<file path="config.mk">
export PLATFORM = sky130hd
export DESIGN_NAME = rv32i_multicycle_controller
export DESIGN_NICKNAME = d
export VERILOG_FILES = /design/src/rtl/rv32i_multicycle_controller.sv
export SDC_FILE = /design/constraint.sdc
export NUM_CORES = 1
export LEC_CHECK = 0
export CAP_MARGIN = 20
export CORE_AREA = 3 3 59 61
export DETAILED_ROUTE_END_ITERATION = 10
export DIE_AREA = 0 0 62 64
export GPL_ROUTABILITY_DRIVEN = 0
export HOLD_SLACK_MARGIN = 0.08
export PLACE_DENSITY = 0.86
export SLEW_MARGIN = 10
export SYNTH_ARGS = -nofsm -noshare
export SYNTH_HDL_FRONTEND = slang
export SYNTH_SLANG_ARGS = --single-unit
export TNS_END_PERCENT = 5
</file>
<file path="constraint.sdc">
create_clock -name i_clk -period 1.55 [get_ports i_clk]
set_clock_uncertainty 0.1 [all_clocks]
set_input_delay 0.2325 -clock i_clk [delete_from_list [all_inputs] [get_ports i_clk]]
set_output_delay 0.2325 -clock i_clk [all_outputs]
set_load 0.02 [all_outputs]
</file>
<file path="src/rtl/rv32i_multicycle_controller.sv">
// rtl/rv32i_multicycle_controller.sv - multicycle RV32I control FSM with memory handshake watchdog and sticky traps
package rv32i_ctrl_pkg;
    typedef enum logic [3:0] {
        ALU_ADD  = 4'd0,
        ALU_SUB  = 4'd1,
        ALU_SLL  = 4'd2,
        ALU_SLT  = 4'd3,
        ALU_SLTU = 4'd4,
        ALU_XOR  = 4'd5,
        ALU_SRL  = 4'd6,
        ALU_SRA  = 4'd7,
        ALU_OR   = 4'd8,
        ALU_AND  = 4'd9
    } alu_control_t;
endpackage

module rv32i_multicycle_controller
    import rv32i_ctrl_pkg::*;
#(
    parameter bit MEM_HANDSHAKE = 1'b1,
    parameter int MEM_TIMEOUT   = 16
) (
    input  logic         i_clk,
    input  logic         i_rst,
    input  logic         i_ena,
    input  logic [6:0]   i_op,
    input  logic [2:0]   i_funct3,
    input  logic         i_funct7_5,
    input  logic         i_alu_zero,
    input  logic         i_mem_ready,
    output logic         o_mem_req,
    output logic         o_mem_write,
    output logic         o_ir_write,
    output logic         o_pc_write,
    output logic         o_reg_write,
    output logic         o_adr_src,
    output logic [1:0]   o_alu_src_a,
    output logic [1:0]   o_alu_src_b,
    output logic [1:0]   o_res_src,
    output logic [2:0]   o_imm_src,
    output alu_control_t o_alu_control,
    output logic         o_illegal_instr,
    output logic         o_mem_timeout,
    output logic [3:0]   o_state_dbg
);
    typedef enum logic [3:0] {
        S_FETCH = 4'd0, S_DECODE = 4'd1, S_MEM_ADR = 4'd2, S_MEM_READ = 4'd3,
        S_MEM_WRITE = 4'd4, S_MEM_WB = 4'd5, S_EXEC_R = 4'd6, S_EXEC_I = 4'd7,
        S_ALU_WB = 4'd8, S_BRANCH = 4'd9, S_JAL = 4'd10, S_JALR_TGT = 4'd11,
        S_JALR_JUMP = 4'd12, S_LUI = 4'd13, S_TRAP = 4'd14
    } state_t;

    localparam logic [6:0] OP_LOAD = 7'b0000011, OP_STORE = 7'b0100011, OP_R = 7'b0110011;
    localparam logic [6:0] OP_I = 7'b0010011, OP_BRANCH = 7'b1100011, OP_JAL = 7'b1101111;
    localparam logic [6:0] OP_JALR = 7'b1100111, OP_LUI = 7'b0110111, OP_AUIPC = 7'b0010111;
    localparam int WDW = (MEM_TIMEOUT > 1) ? $clog2(MEM_TIMEOUT) : 1;

    state_t           r_state;
    state_t           w_next;
    logic [WDW-1:0]   r_wdog;
    logic             r_illegal;
    logic             r_timeout;
    logic             w_ready;
    logic             w_mem_state;
    logic             w_set_illegal;
    logic             w_set_timeout;
    logic             w_taken;

    assign w_ready     = MEM_HANDSHAKE ? i_mem_ready : 1'b1;
    assign w_mem_state = (r_state == S_FETCH) || (r_state == S_MEM_READ) || (r_state == S_MEM_WRITE);
    // Branch ALU op leaves zero set when the comparison is false (SLT/SLTU) or operands equal (SUB).
    assign w_taken     = (i_funct3[0] ^ i_funct3[2]) ? !i_alu_zero : i_alu_zero;

    function automatic alu_control_t alu_decode(input logic [2:0] f3, input logic is_r, input logic f7);
        case (f3)
            3'b000:  alu_decode = (is_r && f7) ? ALU_SUB : ALU_ADD;
            3'b001:  alu_decode = ALU_SLL;
            3'b010:  alu_decode = ALU_SLT;
            3'b011:  alu_decode = ALU_SLTU;
            3'b100:  alu_decode = ALU_XOR;
            3'b101:  alu_decode = f7 ? ALU_SRA : ALU_SRL;
            3'b110:  alu_decode = ALU_OR;
            default: alu_decode = ALU_AND;
        endcase
    endfunction

    always_ff @(posedge i_clk or negedge i_rst) begin
        if (!i_rst) begin
            r_state   <= S_FETCH;
            r_wdog    <= '0;
            r_illegal <= 1'b0;
            r_timeout <= 1'b0;
        end else if (i_ena) begin
            r_state <= w_next;
            r_wdog  <= (w_mem_state && !w_ready && w_next == r_state) ? r_wdog + WDW'(1) : '0;
            if (w_set_illegal) r_illegal <= 1'b1;
            if (w_set_timeout) r_timeout <= 1'b1;
        end
    end

    always_comb begin
        w_next        = r_state;
        w_set_illegal = 1'b0;
        w_set_timeout = 1'b0;
        case (r_state)
            S_FETCH:     if (w_ready) w_next = S_DECODE;
            S_DECODE: begin
                case (i_op)
                    OP_LOAD, OP_STORE: w_next = S_MEM_ADR;
                    OP_R:              w_next = S_EXEC_R;
                    OP_I:              w_next = S_EXEC_I;
                    OP_JAL:            w_next = S_JAL;
                    OP_JALR:           w_next = S_JALR_TGT;
                    OP_LUI:            w_next = S_LUI;
                    OP_AUIPC:          w_next = S_ALU_WB;
                    OP_BRANCH: begin
                        if (i_funct3[2:1] == 2'b01) begin
                            w_next        = S_TRAP;
                            w_set_illegal = 1'b1;
                        end else begin
                            w_next = S_BRANCH;
                        end
                    end
                    default: begin
                        w_next        = S_TRAP;
                        w_set_illegal = 1'b1;
                    end
                endcase
            end
            S_MEM_ADR:   w_next = (i_op == OP_LOAD) ? S_MEM_READ : S_MEM_WRITE;
            S_MEM_READ:  if (w_ready) w_next = S_MEM_WB;
            S_MEM_WRITE: if (w_ready) w_next = S_FETCH;
            S_MEM_WB, S_ALU_WB, S_BRANCH: w_next = S_FETCH;
            S_EXEC_R, S_EXEC_I, S_JAL, S_LUI, S_JALR_JUMP: w_next = S_ALU_WB;
            S_JALR_TGT:  w_next = S_JALR_JUMP;
            default:     w_next = S_TRAP;
        endcase
        if (MEM_TIMEOUT != 0 && w_mem_state && !w_ready && r_wdog == WDW'(MEM_TIMEOUT - 1)) begin
            w_next        = S_TRAP;
            w_set_timeout = 1'b1;
        end
    end

    always_comb begin
        o_mem_req     = 1'b0;
        o_mem_write   = 1'b0;
        o_ir_write    = 1'b0;
        o_pc_write    = 1'b0;
        o_reg_write   = 1'b0;
        o_adr_src     = 1'b0;
        o_alu_src_a   = 2'd0;
        o_alu_src_b   = 2'd0;
        o_res_src     = 2'd0;
        o_alu_control = ALU_ADD;
        case (r_state)
            S_FETCH: begin
                o_mem_req   = 1'b1;
                o_alu_src_b = 2'd2;
                o_res_src   = 2'd1;
                o_ir_write  = w_ready;
                o_pc_write  = w_ready;
            end
            S_DECODE:    begin o_alu_src_a = 2'd1; o_alu_src_b = 2'd1; end
            S_MEM_ADR:   begin o_alu_src_a = 2'd2; o_alu_src_b = 2'd1; end
            S_MEM_READ:  begin o_mem_req = 1'b1; o_adr_src = 1'b1; o_res_src = 2'd2; end
            S_MEM_WRITE: begin
                o_mem_req   = 1'b1;
                o_adr_src   = 1'b1;
                o_res_src   = 2'd2;
                o_mem_write = w_ready;
            end
            S_MEM_WB:    o_reg_write = 1'b1;
            S_EXEC_R: begin
                o_alu_src_a   = 2'd2;
                o_alu_control = alu_decode(i_funct3, 1'b1, i_funct7_5);
            end
            S_EXEC_I: begin
                o_alu_src_a   = 2'd2;
                o_alu_src_b   = 2'd1;
                o_alu_control = alu_decode(i_funct3, 1'b0, i_funct7_5);
            end
            S_ALU_WB:    begin o_res_src = 2'd2; o_reg_write = 1'b1; end
            S_BRANCH: begin
                o_alu_src_a   = 2'd2;
                o_res_src     = 2'd2;
                o_pc_write    = w_taken;
                o_alu_control = !i_funct3[2] ? ALU_SUB : (i_funct3[1] ? ALU_SLTU : ALU_SLT);
            end
            S_JAL, S_JALR_JUMP: begin
                o_alu_src_a = 2'd1;
                o_alu_src_b = 2'd2;
                o_res_src   = 2'd2;
                o_pc_write  = 1'b1;
            end
            S_JALR_TGT:  begin o_alu_src_a = 2'd2; o_alu_src_b = 2'd1; end
            S_LUI:       begin o_alu_src_a = 2'd3; o_alu_src_b = 2'd1; end
            default: ;
        endcase
        if (!i_rst || !i_ena) begin
            o_mem_req   = 1'b0;
            o_mem_write = 1'b0;
            o_ir_write  = 1'b0;
            o_pc_write  = 1'b0;
            o_reg_write = 1'b0;
        end
    end

    always_comb begin
        case (i_op)
            OP_STORE:          o_imm_src = 3'd3;
            OP_BRANCH:         o_imm_src = 3'd1;
            OP_JAL:            o_imm_src = 3'd2;
            OP_LUI, OP_AUIPC:  o_imm_src = 3'd4;
            default:           o_imm_src = 3'd0;
        endcase
    end

    assign o_illegal_instr = r_illegal;
    assign o_mem_timeout   = r_timeout;
    assign o_state_dbg     = r_state;
endmodule
</file>
==> out/results.txt <==
Crit path capture type: output pin
Pins Over Slew Limit: 0
Slew HR: 73.3%
CTS Buffer Depth: 2
Crit-path max FO: 5
CORE AREA: 3030 um2
Number of global-route vias before repair: 1753
Asr flop ratio synth: 100%
Psw: 0.00152 W
Tcrit/Tclk final: 132%
N_diodes: 0
Htree depth: 1
Post-Route WL: 5070 um
CTS tree: done
Outcome: finished with violations
Tmin final: 2.05 ns
R2R setup slack: -0.36 ns
Fin nets: 286
FF-to-FF End: r_wdog[2]
Clock sink count: 10
Post-synth EDFFs: 0
CP required: 1.22 ns
Syn-to-layout area delta: 89.9%
Tot GR Track Use: 24.6%
Port bufs: 40
Dpl ws: -0.806 ns
Routed len/inst: 16.2 um
TritonCTS Buffers: 3
DRC violation count after routing: 0
Dpl cells: 304
Post-Syn Instances: 167
WS Path Type: reg2out
Setup violators final: 28
Final Worst Setup Slack: -0.500 ns
Sequential cell area: 254 um2
Clock Latency Late Sink: 0.28 ns
Post-DP HPWL: 3440 um
Yosys reg bits: 10
CP Launch Point: o_state_dbg[2]
Internal power: 0.00174 W
Combinational share of power: 79.4%
Yosys cell types: 59
Reg2reg path depth: 9
Count of final hold-check violations: 0
Die X: 62 um
Hold-fix buffers at CTS: 0
Max_cap viols: 0
Starting Density: 41.6%
Syn_area_per_cell: 7.54 um2
LEAKAGE: 1.14 nW
Post-synthesis instance area: 1260 um2
Worst vdd ir: 695 uV
Failing checks: setup timing
PwrDens: 1370 nW/um2
Overall Power: 0.00326 W
Sw frac: 46.7%
CP Launch Type: register
Routed Antenna Nets: 0
Drt via density: 5.67
Setup TNS: -8.18 ns
Sequential area share after synthesis: 19.9%
RSZ-0062 raised after global routing: yes
Cell Count, Final, Fillers Out: 312
Clk pin slew, worst setup/hold paths: 0.08 ns
Clock share of power: 7.6%
Area of the multi-input gates: 1090 um2
Vias: 1770
Post-Syn Nets: 184
Worst r2r src: o_state_dbg[2]
Gr ovfl total: 0
Die Y-Extent: 64 um
Crit path DAT: 1.72 ns
Root buf cell: clkbuf_4
Pin count of the biggest net entering global routing: 13
Fill count: 186
Worst Tran Pin Value: 0.395 ns
I/O pin count: 41
Worst min path class: in2async
Core Rows: 20
Initial antenna violation count: 0
Iteration-0 DRC Markers: 109
Top_reg_cell synth: dfrtp_1
Reg power frac: 13.0%
Pre-antenna DRT Iters: 4
Die area: 3970 um2
Share of cells above drive strength 1: 50.4%
Syn. warnings: 0
Max frequency: 488 MHz
Wire length of the first global-routing pass: 7670 um
worst max path at each step:
| stage | to | slack [ns] |
|---|---|---|
| detailed placement | o_alu_control[0] | -0.81 |
| global route | o_pc_write | -0.57 |
| floorplan | o_alu_src_b[1] | -0.14 |
| CTS | o_alu_src_b[0] | -0.41 |
| global placement | o_alu_control[0] | -0.78 |
| finish | o_pc_write | -0.50 |
synth_stat cells (2+ instances only):
| master | count | area share, % |
|---|---|---|
| o41ai_1 | 3 | 2.1 |
| inv_1 | 6 | 1.8 |
| o2bb2ai_1 | 2 | 1.4 |
| clkbuf_1 | 3 | 0.89 |
| a21oi_1 | 11 | 4.4 |
| o21ai_0 | 4 | 1.6 |
| a211oi_1 | 2 | 1.2 |
| a41o_1 | 2 | 1.6 |
| buf_6 | 3 | 2.7 |
| o21a_1 | 2 | 1.2 |
| nand4_1 | 2 | 0.99 |
| o31ai_1 | 5 | 3.0 |
| nor2_1 | 14 | 4.2 |
| nand2_1 | 15 | 4.5 |
| dfrtp_1 | 10 | 20 |
| and3_1 | 2 | 0.99 |
| nand3_1 | 7 | 2.8 |
| o21ai_1 | 4 | 1.6 |
| nor3_1 | 10 | 4.0 |
| buf_2 | 5 | 2.0 |
| xnor2_1 | 3 | 2.1 |
| a31oi_1 | 3 | 1.5 |
| o22ai_1 | 3 | 1.5 |
| nor2b_1 | 5 | 2.5 |
| nand2b_1 | 2 | 0.99 |
| a21o_1 | 3 | 1.8 |
| and2_1 | 4 | 2.0 |
power groups by stage:
stage                     sequential, W  combinational, W  clock, W
after CTS                      0.000414           0.00237  0.000248
after global placement         0.000410           0.00220         0
after detailed placement       0.000417           0.00226         0
after floorplan                0.000453           0.00124         0
after global routing           0.000426           0.00273  0.000259
final                          0.000425           0.00259  0.000249
cells in the final DEF, fill, tap and decap left out, types with 5 or more instances in the layout:
master            n
inv_1             6
clkdlybuf4s50_1  12
buf_6            11
nand3_1           7
buf_4            73
dfrtp_1           7
nor3_2            5
nor2_1           10
nand2_1          14
a21oi_1           8
dlymetal6s2s_1    6
worst max-delay path, cell delays in order, from the launching register on:
cell and delay [ns]:
dfrtp_2 0.44, buf_6 0.15, and2_1 0.18, a211oi_2 0.25, a211oi_2 0.07, a21oi_1 0.16
nor2_2 0.05, buf_4 0.15
cells by family after synthesis:
kind of cell	synth area share [%]
xor+xnor	2.09
simple gates	37.1
fa+ha+maj	0.994
buf+inv	8.25
compound gates	31.7
flops	19.9
per-stage QoR:
stage | cell area (um2) | hold slack [ns] | util (%)
6_report | 2390 | 0.225 | 78.9
5_1_grt | 2390 | 0.225 | 78.9
4_1_cts | 2300 | 0.226 | 75.9
3_5_place_dp | 2220 | 0.361 | 73.4
3_3_place_gp | 2220 | 0.361 | 73.4
2_1_floorplan | 1360 | -0.163 | -
metal layers:
metal  up-vias  global-route usage, %  wire (um)
li1        832                      -          -
met1       814                   30.5       2010
met2       106                   41.8       2620
met3        18                   2.63        321
met4         0                   9.28        120
met5         -                      0          0
final cells by class:
type                            count  share of cell area [%]
Inverter                            7                    1.20
Multi-Input combinational cell    138                    45.7
Timing Repair Buffer              109                    38.7
Tap cell                           44                    2.30
Sequential cell                    10                    10.6
Clock buffer                        4                    1.52
state kept, by name (all words and copies together), names as in the netlist:
register and cells:
o_state_dbg 4, r_wdog 4, o_illegal_instr 1, o_mem_timeout 1
repair_timing:
item,CTS,global route
setup buffers,4,0
gates resized for setup,80,56
pin swaps,5,9
setup endpoints to repair,34,35
Power figures use the tool's default switching activity.
